File: src/rtl/sdad_uart_pkg.sv
// Shared types for the SDAD UART link.
// FSM states, error causes and a saturating counter helper.
package sdad_uart_pkg;

  typedef enum logic [1:0] {
    HUNT    = 2'd0,
    PAYLOAD = 2'd1,
    CHECK   = 2'd2,
    OUT     = 2'd3
  } state_t;

  typedef enum logic [1:0] {
    ERR_NONE = 2'b00,
    ERR_CHK  = 2'b01,
    ERR_TMO  = 2'b10,
    ERR_RX   = 2'b11
  } err_t;

  localparam logic [7:0] C_SYNC_DEFAULT = 8'hA5;

  function automatic logic [7:0] sat_inc8(
    input logic [7:0] v
  );
    return (v == 8'hFF) ? v : v + 8'd1;
  endfunction

endpackage

File: src/rtl/uart_frame_depacketizer_if.sv
// Byte-in / word-out bundle of the frame depacketizer.
// slave = depacketizer side, master = UART_Rx + consumer side.
interface uart_frame_depacketizer_if #(
  parameter int C_UART_DATA_WIDTH = 8,
  parameter int C_WORD_BYTES      = 2
);
  localparam int W = C_UART_DATA_WIDTH * C_WORD_BYTES;

  logic [C_UART_DATA_WIDTH-1:0] rxData;
  logic                         rxValid;
  logic                         rxErr;
  logic                         rxAck;
  logic [W-1:0]                 word;
  logic                         wordValid;
  logic                         wordReady;
  logic                         frameErr;
  logic [1:0]                   errCode;
  logic [7:0]                   errCount;

  modport slave (
    input  rxData, rxValid, rxErr, wordReady,
    output rxAck, word, wordValid,
    output frameErr, errCode, errCount
  );

  modport master (
    output rxData, rxValid, rxErr, wordReady,
    input  rxAck, word, wordValid,
    input  frameErr, errCode, errCount
  );
endinterface

File: src/rtl/uart_rx_handshake.sv
// Four-phase acknowledge generator toward UART_Rx.
// byte_stb marks the single cycle a byte is taken.
module uart_rx_handshake (
  input  logic clk,
  input  logic rst,
  input  logic rx_valid,
  input  logic accept_en,
  output logic rx_ack,
  output logic byte_stb
);

  logic ack_q, ack_d;

  assign byte_stb = rx_valid & ~ack_q & accept_en;
  assign rx_ack   = ack_q;

  // raise ack on accept, drop it once valid is seen low
  always_comb begin
    ack_d = ack_q;
    if (byte_stb)
      ack_d = 1'b1;
    else if (ack_q && !rx_valid)
      ack_d = 1'b0;
  end

  // ack register
  always_ff @(posedge clk) begin
    if (rst) ack_q <= 1'b0;
    else     ack_q <= ack_d;
  end

endmodule

File: src/rtl/uart_frame_depacketizer.sv
// Rebuilds sync/payload/XOR-checksum frames into words.
// Errors pulse frameErr and are latched in errCode/errCount.
module uart_frame_depacketizer
  import sdad_uart_pkg::*;
#(
  parameter int         C_UART_DATA_WIDTH = 8,
  parameter int         C_WORD_BYTES      = 2,
  parameter logic [7:0] C_SYNC            = C_SYNC_DEFAULT,
  parameter int         C_TIMEOUT_CLK     = 100_000
) (
  input logic                      clk,
  input logic                      rst,
  uart_frame_depacketizer_if.slave bus
);

  localparam int DW = C_UART_DATA_WIDTH;
  localparam int W  = DW * C_WORD_BYTES;
  localparam int TW = $clog2(C_TIMEOUT_CLK);
  localparam logic [TW-1:0] TMO_MAX =
    TW'(C_TIMEOUT_CLK - 1);
  localparam logic [1:0] LAST =
    2'(C_WORD_BYTES - 1);

  state_t         state_q, state_d;
  logic [W-1:0]   sh_q, sh_d;
  logic [W-1:0]   word_q, word_d;
  logic [1:0]     idx_q, idx_d;
  logic [DW-1:0]  chk_q, chk_d;
  logic [TW-1:0]  tmo_q, tmo_d;
  logic           wv_q, wv_d;
  logic           fe_q, fe_d;
  err_t           ec_q, ec_d;
  logic [7:0]     cnt_q, cnt_d;
  err_t           err_sel;
  logic           byte_stb;
  logic           accept_en;
  logic           in_frame;

  // bytes are refused while a word waits downstream
  assign accept_en = (state_q != OUT);
  assign in_frame  = (state_q == PAYLOAD) ||
                     (state_q == CHECK);

  uart_rx_handshake u_hs (
    .clk       (clk),
    .rst       (rst),
    .rx_valid  (bus.rxValid),
    .accept_en (accept_en),
    .rx_ack    (bus.rxAck),
    .byte_stb  (byte_stb)
  );

  // frame FSM, shift register, checksum and timeout
  always_comb begin
    state_d = state_q;
    sh_d    = sh_q;
    word_d  = word_q;
    idx_d   = idx_q;
    chk_d   = chk_q;
    wv_d    = wv_q;
    fe_d    = 1'b0;
    ec_d    = ec_q;
    cnt_d   = cnt_q;
    err_sel = ERR_NONE;
    tmo_d   = (in_frame && !byte_stb) ?
              tmo_q + TW'(1) : '0;

    unique case (state_q)
      HUNT: begin
        if (byte_stb && !bus.rxErr &&
            bus.rxData == C_SYNC) begin
          state_d = PAYLOAD;
          idx_d   = '0;
          chk_d   = '0;
        end
      end
      PAYLOAD: begin
        if (byte_stb) begin
          if (bus.rxErr) begin
            err_sel = ERR_RX;
          end else begin
            sh_d  = (sh_q >> DW) |
                    (W'(bus.rxData) << (W - DW));
            chk_d = chk_q ^ bus.rxData;
            idx_d = idx_q + 2'd1;
            if (idx_q == LAST)
              state_d = CHECK;
          end
        end else if (tmo_q == TMO_MAX) begin
          err_sel = ERR_TMO;
        end
      end
      CHECK: begin
        if (byte_stb) begin
          if (bus.rxErr) begin
            err_sel = ERR_RX;
          end else if (bus.rxData == chk_q) begin
            state_d = OUT;
            wv_d    = 1'b1;
            word_d  = sh_q;
          end else begin
            err_sel = ERR_CHK;
          end
        end else if (tmo_q == TMO_MAX) begin
          err_sel = ERR_TMO;
        end
      end
      OUT: begin
        if (wv_q && bus.wordReady) begin
          state_d = HUNT;
          wv_d    = 1'b0;
        end
      end
      default: state_d = HUNT;
    endcase

    if (err_sel != ERR_NONE) begin
      state_d = HUNT;
      tmo_d   = '0;
      fe_d    = 1'b1;
      ec_d    = err_sel;
      cnt_d   = sat_inc8(cnt_q);
    end
  end

  // state registers
  always_ff @(posedge clk) begin
    if (rst) begin
      state_q <= HUNT;
      sh_q    <= '0;
      word_q  <= '0;
      idx_q   <= '0;
      chk_q   <= '0;
      tmo_q   <= '0;
      wv_q    <= 1'b0;
      fe_q    <= 1'b0;
      ec_q    <= ERR_NONE;
      cnt_q   <= '0;
    end else begin
      state_q <= state_d;
      sh_q    <= sh_d;
      word_q  <= word_d;
      idx_q   <= idx_d;
      chk_q   <= chk_d;
      tmo_q   <= tmo_d;
      wv_q    <= wv_d;
      fe_q    <= fe_d;
      ec_q    <= ec_d;
      cnt_q   <= cnt_d;
    end
  end

  assign bus.word      = word_q;
  assign bus.wordValid = wv_q;
  assign bus.frameErr  = fe_q;
  assign bus.errCode   = ec_q;
  assign bus.errCount  = cnt_q;

endmodule

File: src/flat_wrapper.sv
// flat-port wrapper written by rule: the top's interface ports become plain ports
module uart_frame_depacketizer_flat import sdad_uart_pkg::*;
#(
  parameter int         C_UART_DATA_WIDTH = 8,
  parameter int         C_WORD_BYTES      = 2,
  parameter logic [7:0] C_SYNC            = C_SYNC_DEFAULT,
  parameter int         C_TIMEOUT_CLK     = 100_000
)
  (clk, rst, bus_rxData, bus_rxValid, bus_rxErr, bus_wordReady, bus_rxAck, bus_word, bus_wordValid, bus_frameErr, bus_errCode, bus_errCount);
  uart_frame_depacketizer_if #(.C_UART_DATA_WIDTH(C_UART_DATA_WIDTH), .C_WORD_BYTES(C_WORD_BYTES)) bus_i ();
  input logic clk;
  input logic rst;
  input wire logic [$bits(bus_i.rxData)-1:0] bus_rxData;
  input wire logic [$bits(bus_i.rxValid)-1:0] bus_rxValid;
  input wire logic [$bits(bus_i.rxErr)-1:0] bus_rxErr;
  input wire logic [$bits(bus_i.wordReady)-1:0] bus_wordReady;
  output wire logic [$bits(bus_i.rxAck)-1:0] bus_rxAck;
  output wire logic [$bits(bus_i.word)-1:0] bus_word;
  output wire logic [$bits(bus_i.wordValid)-1:0] bus_wordValid;
  output wire logic [$bits(bus_i.frameErr)-1:0] bus_frameErr;
  output wire logic [$bits(bus_i.errCode)-1:0] bus_errCode;
  output wire logic [$bits(bus_i.errCount)-1:0] bus_errCount;
  assign bus_i.rxData = bus_rxData;
  assign bus_i.rxValid = bus_rxValid;
  assign bus_i.rxErr = bus_rxErr;
  assign bus_i.wordReady = bus_wordReady;
  assign bus_rxAck = bus_i.rxAck;
  assign bus_word = bus_i.word;
  assign bus_wordValid = bus_i.wordValid;
  assign bus_frameErr = bus_i.frameErr;
  assign bus_errCode = bus_i.errCode;
  assign bus_errCount = bus_i.errCount;
  uart_frame_depacketizer #(.C_UART_DATA_WIDTH(C_UART_DATA_WIDTH), .C_WORD_BYTES(C_WORD_BYTES), .C_SYNC(C_SYNC), .C_TIMEOUT_CLK(C_TIMEOUT_CLK)) u_core (.clk(clk), .rst(rst), .bus(bus_i));
endmodule
File: config.mk
export PLATFORM = sky130hd
export DESIGN_NAME = uart_frame_depacketizer_flat
export DESIGN_NICKNAME = d
export VERILOG_FILES = /design/src/rtl/sdad_uart_pkg.sv /design/src/rtl/uart_frame_depacketizer_if.sv /design/src/rtl/uart_rx_handshake.sv /design/src/rtl/uart_frame_depacketizer.sv /design/src/flat_wrapper.sv
export SDC_FILE = /design/constraint.sdc
export NUM_CORES = 1
export LEC_CHECK = 0
export CORE_AREA = 2 2 92 67
export CTS_CLUSTER_SIZE = 28
export DETAILED_ROUTE_END_ITERATION = 7
export DIE_AREA = 0 0 94 69
export PLACE_DENSITY = 0.83
export SYNTH_ARGS = -nofsm -noshare
export SYNTH_HDL_FRONTEND = slang
export SYNTH_SLANG_ARGS = --single-unit
export TNS_END_PERCENT = 100
File: constraint.sdc
create_clock -name clk -period 5.67 [get_ports clk]
set_input_delay 1.701 -clock clk [delete_from_list [all_inputs] [get_ports clk]]
set_output_delay 1.701 -clock clk [all_outputs]
set_load 0.02 [all_outputs]
Word level (Yosys, flattened, before mapping)
Cells that the tools add are included.
{"block": "totals", "ff_bits": 74, "latch_bits": 0, "ram_bits": 0, "romBits": 0, "out_inout_bits": 29, "n_memories": 0}
{"block": "op_classes", "addsub": 3, "mul": 0, "div": 0, "order_cmp": 0, "n_eq_ne": 17, "shifts": 0, "muxes": 32, "bitwise_logic": 8, "reduce_logical": 22}
{"op": "$mux 2", "n": 16}
{"op": "$mux 8", "n": 3}
{"op": "$add 17x1->17 const B", "n": 1}
{"op": "$eq 17x17->1 const B", "n": 1}
{"op": "$eq 8x8->1 const B", "n": 2}
{"op": "$or 8x16->16", "n": 1}
{"op": "$pmux 8 s2", "n": 1}
{"op": "$ne 2x2->1 const B", "n": 5}
{"op": "$add 8x1->8 const B", "n": 1}
{"op": "$eq 8x8->1", "n": 1}
{"op": "$mux 1", "n": 8}
{"op": "$ne 2x1->1 const B", "n": 4}
{"op": "$pmux 2 s2", "n": 2}
{"op": "$pmux 2 s4", "n": 1}
{"op": "$reduce_and 4->1", "n": 2}
{"op": "$reduce_and 8->1", "n": 1}
{"op": "$reduce_bool 2->1", "n": 4}
{"op": "$xor 8x8->8", "n": 1}
{"op": "$logic_and 1x1->1", "n": 5}
{"op": "$reduce_and 5->1", "n": 1}
{"op": "$eq 2x1->1 const B", "n": 2}
{"op": "$eq 2x2->1 const B", "n": 2}
{"op": "$not 1->1", "n": 4}
{"op": "$logic_not 1->1", "n": 3}
{"op": "9 further kinds", "n": 10}

Depth between registers and ports, before layout
Gate-level depths: netlist of the first run.
{"block": "logic_depth", "ltp_word": 7, "ltp_mapped": 10, "depth_no_buf": 8}

Cells and area by module
Synthesis of the first run repeated with hierarchy kept, for this count alone.
{"block": "hier_totals", "cells_unflattened": 370, "hier_area_um2": 3269.4}
{"mod": "uart_frame_depacketizer", "n_inst": 1, "cells_each": 365, "area_each_um2": 3225.6, "seq_area_each_um2": 1461.4}
{"mod": "uart_rx_handshake", "n_inst": 1, "cells_each": 5, "area_each_um2": 43.8, "seq_area_each_um2": 20.0}

Least setup slack after synthesis of the first run
OpenSTA, ideal clock, no wires.
{"block": "synth_path", "kind": "input port to flip-flop", "startpoint": "in bus_rxData[1]", "endpoint": "reg u_core.word_q[10] (netlist: u_core.bus.word[10])", "setup_time_ps": 128, "arrival_time_ps": 3038, "setup_slack_ps": 2504, "stages": 7, "path_buffers": 2, "cell_sequence": "xor2_1 -> nor4_1 -> nand4_1 -> clkbuf_1 -> buf_2 -> mux2i_1 -> nor2_1"}
{"block": "synth_between", "elab_chain_len": 2}
{"element": "start, declared", "line": "flat_wrapper.sv:13", "rtl": "input wire logic [$bits(bus_i.rxData)-1:0] bus_rxData;"}
{"element": "$eq 8x8->1", "line": "uart_frame_depacketizer.sv:97", "rtl": "end else if (bus.rxData == chk_q) begin"}
{"element": "$reduce_and 4->1 (no line)"}
{"element": "end signal, assigned", "line": "uart_frame_depacketizer.sv:142", "rtl": "word_q <= word_d;"}
{"element": "end, declared", "line": "uart_frame_depacketizer.sv:26", "rtl": "logic [W-1:0] word_q, word_d;"}
Every way passes these cells.
A chain may end at the register's enable or synchronous reset.

Final worst setup path of the first run
{"block": "layout_path", "startpoint": "in bus_rxData[1]", "endpoint": "reg u_core.cnt_q[1] (netlist: u_core.bus.errCount[1])"}
{"block": "layout_between", "elab_chain_len": 7}
{"element": "$eq 8x8->1", "line": "uart_frame_depacketizer.sv:97"}
{"element": "$mux 1", "line": "uart_frame_depacketizer.sv:97"}
{"element": "$mux 2", "line": "uart_frame_depacketizer.sv:95", "rtl": "if (bus.rxErr) begin"}
{"element": "$mux 2", "line": "uart_frame_depacketizer.sv:94", "rtl": "if (byte_stb) begin"}
{"element": "$pmux 2 s2", "line": "uart_frame_depacketizer.sv:68", "rtl": "unique case (state_q)"}
{"element": "$reduce_bool 2->1", "line": "uart_frame_depacketizer.sv:117", "rtl": "if (err_sel != ERR_NONE) begin"}
{"element": "$reduce_and 2->1 (no line)"}
{"element": "end signal, assigned", "line": "uart_frame_depacketizer.sv:149", "rtl": "cnt_q <= cnt_d;"}
{"element": "end, declared", "line": "uart_frame_depacketizer.sv:33", "rtl": "logic [7:0] cnt_q, cnt_d;"}
Every way passes these cells.

==> results of run 1 <==
## logic make-up after synthesis
family,share of synthesized area
XOR/XNOR,0.06547
flip-flops,0.4614
AO/OA/AOI/OAI,0.1216
buffers and inverters,0.03351
adder cells (fa/ha/maj),0.02728
multiplexers,0.05962
AND/OR/NAND/NOR,0.2311
## power groups by stage
stage | sequential, mW | clock, mW | combinational (mW)
2_1_floorplan | 0.535 | 0 | 0.0204
3_3_place_gp | 0.534 | 0 | 0.0364
3_5_place_dp | 0.534 | 0 | 0.0373
4_1_cts | 0.522 | 0.498 | 0.0376
5_1_grt | 0.522 | 0.521 | 0.0417
6_report | 0.522 | 0.493 | 0.0380
## cell usage after synthesis, drive strengths merged, types with 4 or more instances
library cell / instances / area [um^2]
dfxtp: 74 / 1481
nor2: 49 / 183.9
nand2: 47 / 176.4
a21oi: 33 / 165.2
mux2i: 18 / 180.2
xor2: 18 / 157.7
clkbuf: 15 / 56.30
nand3: 14 / 70.07
nor3: 11 / 55.05
inv: 8 / 30.03
o211a: 8 / 80.08
ha: 7 / 87.58
o21ai: 6 / 30.03
xnor2: 6 / 52.55
nor2b: 5 / 31.28
nand4: 4 / 31.28
## area by class of cell
type / count / share of cell area
flip-flops and latches: 74 / 0.3816
clock inverters: 6 / 0.02965
repair buffers: 42 / 0.1063
well taps: 75 / 0.02417
clock buffers: 10 / 0.03287
inverters: 8 / 0.007734
multi-input cells: 264 / 0.4177
## worst max-delay path: cells and delay by family
| family | cells | cell delay [ps] |
|---|---|---|
| AOI/OAI and AO/OA | 2 | 880 |
| xor gates and xnor gates | 1 | 180 |
| buffers and inverters | 1 | 490 |
| muxes | 1 | 270 |
| and+or+nand+nor | 2 | 630 |
## per-stage QoR
step	cell area [um^2]	power (mW)	std cells	hold WS, ps	worst slack, ps
detailed placement	3640	0.5716	463	446.3	1429
floorplan	3211	0.5549	364	430.2	2504
global placement	3640	0.5708	463	445.5	1535
CTS	3882	1.058	479	457.9	1788
finish	3882	1.053	479	458.3	1718
global route	3882	1.085	479	484.8	1471
## routing by layer
layer | vias to the layer above | global-route usage | share of wire
met5 | - | 0 | 0
met4 | 0 | 0.04992 | 0.0091
met3 | 6 | 0.07213 | 0.066
met2 | 87 | 0.3405 | 0.45
met1 | 1244 | 0.3168 | 0.47
li1 | 1324 | - | -
## sequential cells by signal, summed over array words and instances, names as in the netlist
name	flops
u_core.idx_q	2
u_core.sh_q	16
u_core.bus.frameErr	1
u_core.chk_q	8
u_core.bus.errCode	2
u_core.tmo_q	17
u_core.state_q	2
u_core.bus.wordValid	1
u_core.bus.errCount	8
u_core.bus.word	16
u_core.u_hs.rx_ack	1
## final timing paths
path / start / to / slack, ps / depth (start not counted)
hold reg to reg: u_core.sh_q[2]$_SDFFE_PP0P_ / u_core.sh_q[2]$_SDFFE_PP0P_ / 460 / 2
hold / removal: u_core.sh_q[2]$_SDFFE_PP0P_ / u_core.sh_q[2]$_SDFFE_PP0P_ / 460 / 2
setup / recovery: bus_rxData[1] / u_core.bus.errCount[1]$_SDFFE_PP0P_ / 1720 / 7
setup reg to reg: u_core.state_q[1]$_SDFFE_PP0P_ / u_core.bus.errCount[5]$_SDFFE_PP0P_ / 3090 / 8
==> results.sh, run 1 <==
export IMPL_status="completed"
export IMPL_std_cell_rows=23
export IMPL_cp_arrival_ps=4160
export IMPL_peak_vdd_ir_mv=0.1539
export IMPL_relSlewSlack=0.1943
export IMPL_initial_core_util=0.5721
export IMPL_synth_edf_count=0
export IMPL_wl_mm=6.900
export IMPL_power_density_mw_per_mm2=271.3
export IMPL_die_width_um=94
export IMPL_clock_root_buffer="clkbuf_8"
export IMPL_cts_max_path_buffers=2
export IMPL_antennaDiodeCount=0
export IMPL_clkPwrFrac=0.468
export IMPL_netlist_instances=364
export IMPL_worstSetupStartpointType="input pin"
export IMPL_ys_seq_area_frac=0.4614
export IMPL_layout_cells_most_common="dfxtp_1"
export IMPL_drtPass1Iterations=4
export IMPL_syn2layout_area_growth_pct=20.93
export IMPL_finalSetupViolations=0
export IMPL_route_detailed_vias_per_inst=5.555
export IMPL_postSynth_asyncResetShare=0
export IMPL_worst_slew_pin_slew_ps=1201
export IMPL_holdCritPathClass="flip-flop to flip-flop"
export IMPL_die_area_mm2=0.006486
export IMPL_final_nets=419
export IMPL_insertion_delay_ps=350
export IMPL_clock_tree_from_tritoncts="done"
export IMPL_place_gp_congestion=0.8706
export IMPL_min_period_over_period=0.6970
export IMPL_starting_drt_drc_count=172
export IMPL_number_of_port_buffers=41
export IMPL_first_pass_grt_wire_length_mm=11.50
export IMPL_grt_pass1_vias=2401
export IMPL_max_cap_violations=0
export IMPL_timing_critical_path_required_ps=5880
export IMPL_area_of_the_multi_input_gates_mm2=0.001622
export IMPL_synth_top_flop_cell="dfxtp_1"
export IMPL_ctsResizeCount=0
export IMPL_post_cts_setup_buffers=0
export IMPL_cts_hold_buffers_added=0
export IMPL_power_internal_uw=829.1
export IMPL_synthesis_area_mm2=0.003211
export IMPL_dp_final_hpwl_mm=4.693
export IMPL_grt_overflow=0
export IMPL_crit_path_top_delay_cell="o22ai_1"
export IMPL_share_comb_of_total_power=0.036
export IMPL_net_switching_power_uw=224.3
export IMPL_grt_setup_unrepaired="no"
export IMPL_final_seq_area_mm2=0.001481
export IMPL_p_seq_frac=0.496
export IMPL_p_sw_frac=0.2129
export IMPL_synth_area_per_cell_um2=8.820
export IMPL_crit_fanout=11
export IMPL_final_cell_mix="74 x dfxtp_1, 49 x nor2_1, 47 x nand2_1, 40 x clkdlybuf4s50_1, 33 x a21oi_1"
export IMPL_drtAntennaViolNets=0
export IMPL_grt_antenna_before_repair=0
export IMPL_p_leak_nw=1.515
export IMPL_vias=2661
export IMPL_timing_final_hold_violations=0
export IMPL_detail_route_wl_per_cell_um=14.41
export IMPL_achievable_frequency_ghz=0.2530
export IMPL_utilization=0.6919
export IMPL_finalClockSkew_ps=6.335
export IMPL_cpPeakStageDelay_ps=630
export IMPL_shortest_clock_period_the_worst_path_allows_after_layout_ps=3952
export IMPL_remaining_drc_errors=0
export IMPL_core_region_area_mm2=0.005612
export IMPL_yosys_register_bits=74
export IMPL_all_layer_global_routing_usage=0.2253
export IMPL_mappedNetlistNets=384
export IMPL_die_height_um=69
export IMPL_grt_start_max_net_pins=62
export IMPL_critical_path_endpoint_type="flip-flop"
export IMPL_drive_gt1_frac=0.05446
export IMPL_ys_warn_count=0
export IMPL_top_level_ports=42
export IMPL_post_synth_num_cell_types=47
export IMPL_crit_path_cell_trace="clkdlybuf4s50_1 > xor2_1 > nor4_1 > a21oi_1 > o22ai_1 > mux2i_1 > nor2_1"
export IMPL_cts_buffers_inserted=9
export IMPL_clkTransAtPathRegs_ps=80
export IMPL_cts_max_level=3
export IMPL_timing_final_max_slew_violations=0
export IMPL_cts_num_sinks=74
export IMPL_fillerInstances=437
export IMPL_final_setup_tns_ps=0
export IMPL_setup_worst_path_class="input pin to flip-flop"
(Power assumes the default switching activity.)
==> run 2: changes to the inputs <==
--- a/config.mk
+++ b/config.mk
@@ -5,11 +5,11 @@
 export SDC_FILE = /design/constraint.sdc
 export NUM_CORES = 1
 export LEC_CHECK = 0
-export CORE_AREA = 2 2 92 67
+export CORE_AREA = 2 2 96 70
 export CTS_CLUSTER_SIZE = 28
 export DETAILED_ROUTE_END_ITERATION = 7
-export DIE_AREA = 0 0 94 69
-export PLACE_DENSITY = 0.83
+export DIE_AREA = 0 0 98 72
+export PLACE_DENSITY = 0.77
 export SYNTH_ARGS = -nofsm -noshare
 export SYNTH_HDL_FRONTEND = slang
 export SYNTH_SLANG_ARGS = --single-unit
==> constraint.sdc (replaced) <==
create_clock -name clk -period 3.7 [get_ports clk]
set_input_delay 1.11 -clock clk [delete_from_list [all_inputs] [get_ports clk]]
set_output_delay 1.11 -clock clk [all_outputs]
set_load 0.02 [all_outputs]
==> results.sh, run 2 (same netlist as run 1, synthesis figures left out) <==
export IMPL_status="completed"
export IMPL_die_height_um=72
export IMPL_syn2layout_area_growth_pct=20.97
export IMPL_setup_worst_path_class="input pin to flip-flop"
export IMPL_wl_mm=6.752
export IMPL_clock_tree_from_tritoncts="done"
export IMPL_biggest_register="u_core.tmo_q"
export IMPL_drive_gt1_frac=0.06829
export IMPL_all_layer_global_routing_usage=0.1995
export IMPL_route_detailed_vias_per_inst=5.469
export IMPL_worst_slew_pin_slew_ps=578.2
export IMPL_design_area_mm2=0.003884
export IMPL_rrSetupSlack_ps=1160
export IMPL_cp_arrival_ps=3380
export IMPL_finalSetupViolations=0
export IMPL_post_cts_setup_buffers=0
export IMPL_postPlaceCellArea_mm2=0.003689
export IMPL_max_cap_violations=0
export IMPL_cts_num_sinks=74
export IMPL_shortest_clock_period_the_worst_path_allows_after_layout_ps=3081
export IMPL_detail_route_wl_per_cell_um=13.84
export IMPL_std_cell_rows=24
export IMPL_critical_path_endpoint_type="flip-flop"
export IMPL_grt_setup_unrepaired="no"
export IMPL_fillerInstances=511
export IMPL_final_nets=425
export IMPL_power_density_mw_per_mm2=379.7
export IMPL_dp_final_hpwl_mm=4.781
export IMPL_final_cell_mix="74 x dfxtp_1, 49 x nor2_1, 47 x nand2_1, 40 x clkdlybuf4s50_1, 33 x a21oi_1"
export IMPL_timing_rr_start="u_core.state_q[1]$_SDFFE_PP0P_"
export IMPL_first_pass_grt_wire_length_mm=11.22
export IMPL_utilization=0.6371
export IMPL_crit_fanout=5
export IMPL_grt_start_max_net_pins=33
export IMPL_top_level_ports=42
export IMPL_cts_max_level=3
export IMPL_route_met2_wl_mm=2.827
export IMPL_initial_core_util=0.5267
export IMPL_regToRegEndpoint="u_core.bus.errCount[5]$_SDFFE_PP0P_"
export IMPL_drtPass1Iterations=4
export IMPL_grt_antenna_before_repair=0
export IMPL_peak_vdd_ir_mv=0.2366
export IMPL_achievable_frequency_ghz=0.3246
export IMPL_min_period_over_period=0.8326
export IMPL_holdCritPathClass="flip-flop to flip-flop"
export IMPL_worst_slack_placed_ps=355.8
export IMPL_timing_final_hold_violations=0
export IMPL_final_seq_area_mm2=0.001481
export IMPL_fin_ws_ps=619.3
export IMPL_insertion_delay_ps=350
export IMPL_min_delay_start="u_core.sh_q[0]$_SDFFE_PP0P_"
export IMPL_remaining_drc_errors=0
export IMPL_p_leak_nw=1.520
export IMPL_core_region_area_mm2=0.006096
export IMPL_cts_hold_buffers_added=0
export IMPL_ctsResizeCount=0
export IMPL_final_setup_tns_ps=0
export IMPL_highest_routing_layer_actually_used="met4"
export IMPL_drtAntennaViolNets=0
export IMPL_die_width_um=98
export IMPL_area_of_the_multi_input_gates_mm2=0.001622
export IMPL_wirelength_met1_mm=3.405
export IMPL_largest_reg_flops=17
export IMPL_holdPathStages=2
export IMPL_routed_wl_met3_um=436
export IMPL_clock_root_buffer="clkbuf_8"
export IMPL_grt_pass1_vias=2378
export IMPL_cts_buffers_inserted=9
export IMPL_antennaDiodeCount=0
export IMPL_place_gp_congestion=0.8261
export IMPL_hold_end="u_core.sh_q[0]$_SDFFE_PP0P_"
export IMPL_clkTransAtPathRegs_ps=70
export IMPL_starting_drt_drc_count=196
export IMPL_finalClockSkew_ps=10.60
export IMPL_die_area_mm2=0.007056
export IMPL_timing_final_max_slew_violations=0
export IMPL_number_of_port_buffers=41
export IMPL_length_in_cells_of_the_worst_reg_to_reg_path=9
export IMPL_vias=2669
export IMPL_grt_overflow=0
export IMPL_worstSetupStartpointType="input pin"
export IMPL_cts_max_path_buffers=2
export IMPL_relSlewSlack=0.6136
export IMPL_timing_critical_path_required_ps=4000
export IMPL_layout_cells_most_common="dfxtp_1"
## run 2: cell count changes in the layout (fill, tap and decap cells not counted)
cell	previous run	this run
bufinv_16	3	1
clkinvlp_4	1	2
buf_4	1	7
clkinv_2	0	1
## run 2: worst max-delay path: stages
cell and delay, ps:
clkdlybuf4s50_1 530, xor2_1 200, nor4_1 530, a21oi_1 250
or2_1 320, a311oi_1 280, o21a_1 150
## run 2: worst max-delay path by stage
stage	start	end	slack, ps	cells after the start
floorplan	bus_rxData[1]	u_core.bus.word[10]$_SDFFE_PP0P_	1130	7
global placement	bus_rxData[7]	u_core.bus.errCount[5]$_SDFFE_PP0P_	390	9
detailed placement	bus_rxData[6]	u_core.bus.errCount[5]$_SDFFE_PP0P_	360	9
CTS	bus_rxData[6]	u_core.bus.errCount[5]$_SDFFE_PP0P_	690	9
global route	bus_rxData[4]	u_core.bus.errCount[5]$_SDFFE_PP0P_	470	9
finish	bus_rxData[3]	u_core.state_q[0]$_SDFFE_PP0P_	620	7
## run 2: stage by stage
stage | total power, mW | std cells | hold slack, ps
floorplan | 0.8503 | 364 | 430.2
global placement | 0.8783 | 472 | 446.8
detailed placement | 0.8796 | 472 | 447.8
CTS | 1.488 | 488 | 458.2
global route | 1.533 | 488 | 480.1
finish | 1.475 | 488 | 454.6
## run 2: layout make-up
type / instances / area share
clock buffers: 10 / 0.03286
repair buffers: 48 / 0.1179
multi-input cells: 264 / 0.4175
flip-flops and latches: 74 / 0.3814
clock inverters: 6 / 0.01740
well taps: 78 / 0.02513
inverters: 8 / 0.007732
## run 2: power by group
| group | switching (mW) | internal [mW] |
|---|---|---|
| logic | 0.0375 | 0.0247 |
| clock network | 0.300 | 0.312 |
| registers | 0.00242 | 0.798 |
| total | 0.340 | 1.13 |
## run 2: layer usage
layer | up-vias | global-route usage
li1 | 1333 | -
met1 | 1247 | 0.2833
met2 | 78 | 0.2884
met3 | 11 | 0.06840
met4 | 0 | 0.06019
met5 | - | 0
==> run 3: changes to the inputs <==
--- a/config.mk
+++ b/config.mk
@@ -5,11 +5,11 @@
 export SDC_FILE = /design/constraint.sdc
 export NUM_CORES = 1
 export LEC_CHECK = 0
-export CORE_AREA = 2 2 96 70
+export CORE_AREA = 2 2 100 73
 export CTS_CLUSTER_SIZE = 28
 export DETAILED_ROUTE_END_ITERATION = 7
-export DIE_AREA = 0 0 98 72
-export PLACE_DENSITY = 0.77
+export DIE_AREA = 0 0 102 75
+export PLACE_DENSITY = 0.74
 export SYNTH_ARGS = -nofsm -noshare
 export SYNTH_HDL_FRONTEND = slang
 export SYNTH_SLANG_ARGS = --single-unit
==> constraint.sdc (replaced) <==
create_clock -name clk -period 2.75 [get_ports clk]
set_input_delay 0.825 -clock clk [delete_from_list [all_inputs] [get_ports clk]]
set_output_delay 0.825 -clock clk [all_outputs]
set_load 0.02 [all_outputs]
==> results.sh, run 3 (same netlist as run 1, synthesis figures left out) <==
export IMPL_status="completed"
export IMPL_cts_num_sinks=74
export IMPL_relSlewSlack=0.6587
export IMPL_cts_hold_buffers_added=0
export IMPL_drtPass1Iterations=4
export IMPL_power_density_mw_per_mm2=467.1
export IMPL_startpoint="bus_rxValid"
export IMPL_grt_antenna_before_repair=0
export IMPL_grt_overflow=0
export IMPL_grt_pass1_vias=2470
export IMPL_drtAntennaViolNets=0
export IMPL_clock_root_buffer="clkbuf_8"
export IMPL_clock_tree_from_tritoncts="done"
export IMPL_cts_buffers_inserted=9
export IMPL_setup_worst_path_class="input pin to flip-flop"
export IMPL_max_cap_violations=0
export IMPL_ctsResizeCount=0
export IMPL_top_level_ports=42
export IMPL_grt_start_max_net_pins=26
export IMPL_worst_slew_pin_slew_ps=510.8
export IMPL_cts_max_path_buffers=2
export IMPL_critical_path_endpoint_type="flip-flop"
export IMPL_dp_final_hpwl_mm=5.189
export IMPL_cts_max_level=3
export IMPL_largest_reg_flops=17
export IMPL_worst_slack_placed_ps=-173.2
export IMPL_initial_core_util=0.4842
export IMPL_final_hold_worst_slack_ps=456.0
export IMPL_drive_gt1_frac=0.1175
export IMPL_vias=2715
export IMPL_timing_critical_path_required_ps=3020
export IMPL_die_width_um=102
export IMPL_fillerInstances=570
export IMPL_timing_rr_start="u_core.state_q[1]$_SDFFE_PP0P_"
export IMPL_detail_route_wl_per_cell_um=13.33
export IMPL_shortest_clock_period_the_worst_path_allows_after_layout_ps=2582
export IMPL_p_leak_nw=1.637
export IMPL_number_of_port_buffers=41
export IMPL_layout_cells_non_filler=528
export IMPL_achievable_frequency_ghz=0.3873
export IMPL_final_nets=449
export IMPL_std_cell_rows=25
export IMPL_design_area_mm2=0.004076
export IMPL_grt_setup_unrepaired="no"
export IMPL_worstSetupStartpointType="input pin"
export IMPL_cp_arrival_ps=2860
export IMPL_fin_ws_ps=167.8
export IMPL_placedCellCount=512
export IMPL_utilization=0.6147
export IMPL_timing_final_hold_violations=0
export IMPL_timing_final_max_slew_violations=0
export IMPL_finalSetupViolations=0
export IMPL_min_period_over_period=0.9390
export IMPL_remaining_drc_errors=0
export IMPL_final_cell_mix="74 x dfxtp_1, 49 x nor2_1, 47 x nand2_1, 40 x clkdlybuf4s50_1, 33 x a21oi_1"
export IMPL_min_delay_start="u_core.sh_q[5]$_SDFFE_PP0P_"
export IMPL_all_layer_global_routing_usage=0.1982
export IMPL_layout_cells_most_common="dfxtp_1"
export IMPL_crit_fanout=11
export IMPL_route_detailed_vias_per_inst=5.142
export IMPL_insertion_delay_ps=350
export IMPL_antennaDiodeCount=0
export IMPL_place_gp_congestion=0.8105
export IMPL_clkTransAtPathRegs_ps=80
export IMPL_die_area_mm2=0.007650
export IMPL_post_cts_setup_buffers=0
export IMPL_first_pass_grt_wire_length_mm=11.68
export IMPL_syn2layout_area_growth_pct=26.97
export IMPL_die_height_um=75
export IMPL_peak_vdd_ir_mv=0.2223
export IMPL_holdCritPathClass="flip-flop to flip-flop"
export IMPL_finalClockSkew_ps=6.532
export IMPL_starting_drt_drc_count=139
export IMPL_postPlaceCellArea_mm2=0.003914
export IMPL_wl_mm=7.038
export IMPL_core_region_area_mm2=0.006631
export IMPL_biggest_register="u_core.tmo_q"
run 3: cell types whose count changed in the layout (fill, tap and decap cells not counted):
cell        change
buf_12          +2
clkbuf_1        +1
clkinvlp_4      -1
clkinv_2        +2
clkinv_4        -1
bufinv_16       -1
buf_4          +22
run 3: stage by stage:
stage	total power, mW	setup TNS [ps]
2_1_floorplan	1.144	0
3_3_place_gp	1.206	-606.7
3_5_place_dp	1.209	-1387
4_1_cts	1.917	0
5_1_grt	1.969	0
6_report	1.904	0
run 3: critical path, stage by stage:
cell and delay, ps:
clkdlybuf4s50_1 520, nor3b_1 270, o2111ai_1 210, o31ai_4 100, o22ai_1 110, buf_4 180
or4_1 470, a21oi_1 160
run 3: per-layer routing:
layer	wire length [um]	track usage	vias up
met5	0	0	-
met1	3531	0.2794	1248
met4	78	0.07259	0
met2	3034	0.2961	75
li1	-	-	1385
met3	393	0.05107	7
run 3: layout make-up:
cell class	instances	area, um^2	share of cell area
multi-input combinational	264	1622	0.3978
clock buffer	11	131.4	0.03223
inverter	8	30.03	0.007366
clock inverter	5	31.28	0.007673
sequential	74	1481	0.3634
tap	94	117.6	0.02885
timing repair buffer	72	663.1	0.1627
run 3: final timing paths:
check | to | slack, ps | depth (start not counted)
max | u_core.bus.errCount[7]$_SDFFE_PP0P_ | 170 | 8
min | u_core.sh_q[5]$_SDFFE_PP0P_ | 460 | 2
max reg2reg | u_core.bus.errCount[7]$_SDFFE_PP0P_ | 340 | 9
min reg2reg | u_core.sh_q[5]$_SDFFE_PP0P_ | 460 | 2
run 3: report_power, final:
part	internal (mW)	leakage, nW	switching [mW]
registers	1.07	0.596	0.00333
logic	0.0533	0.958	0.0544
clock network	0.325	0.0831	0.395
total	1.45	1.64	0.452
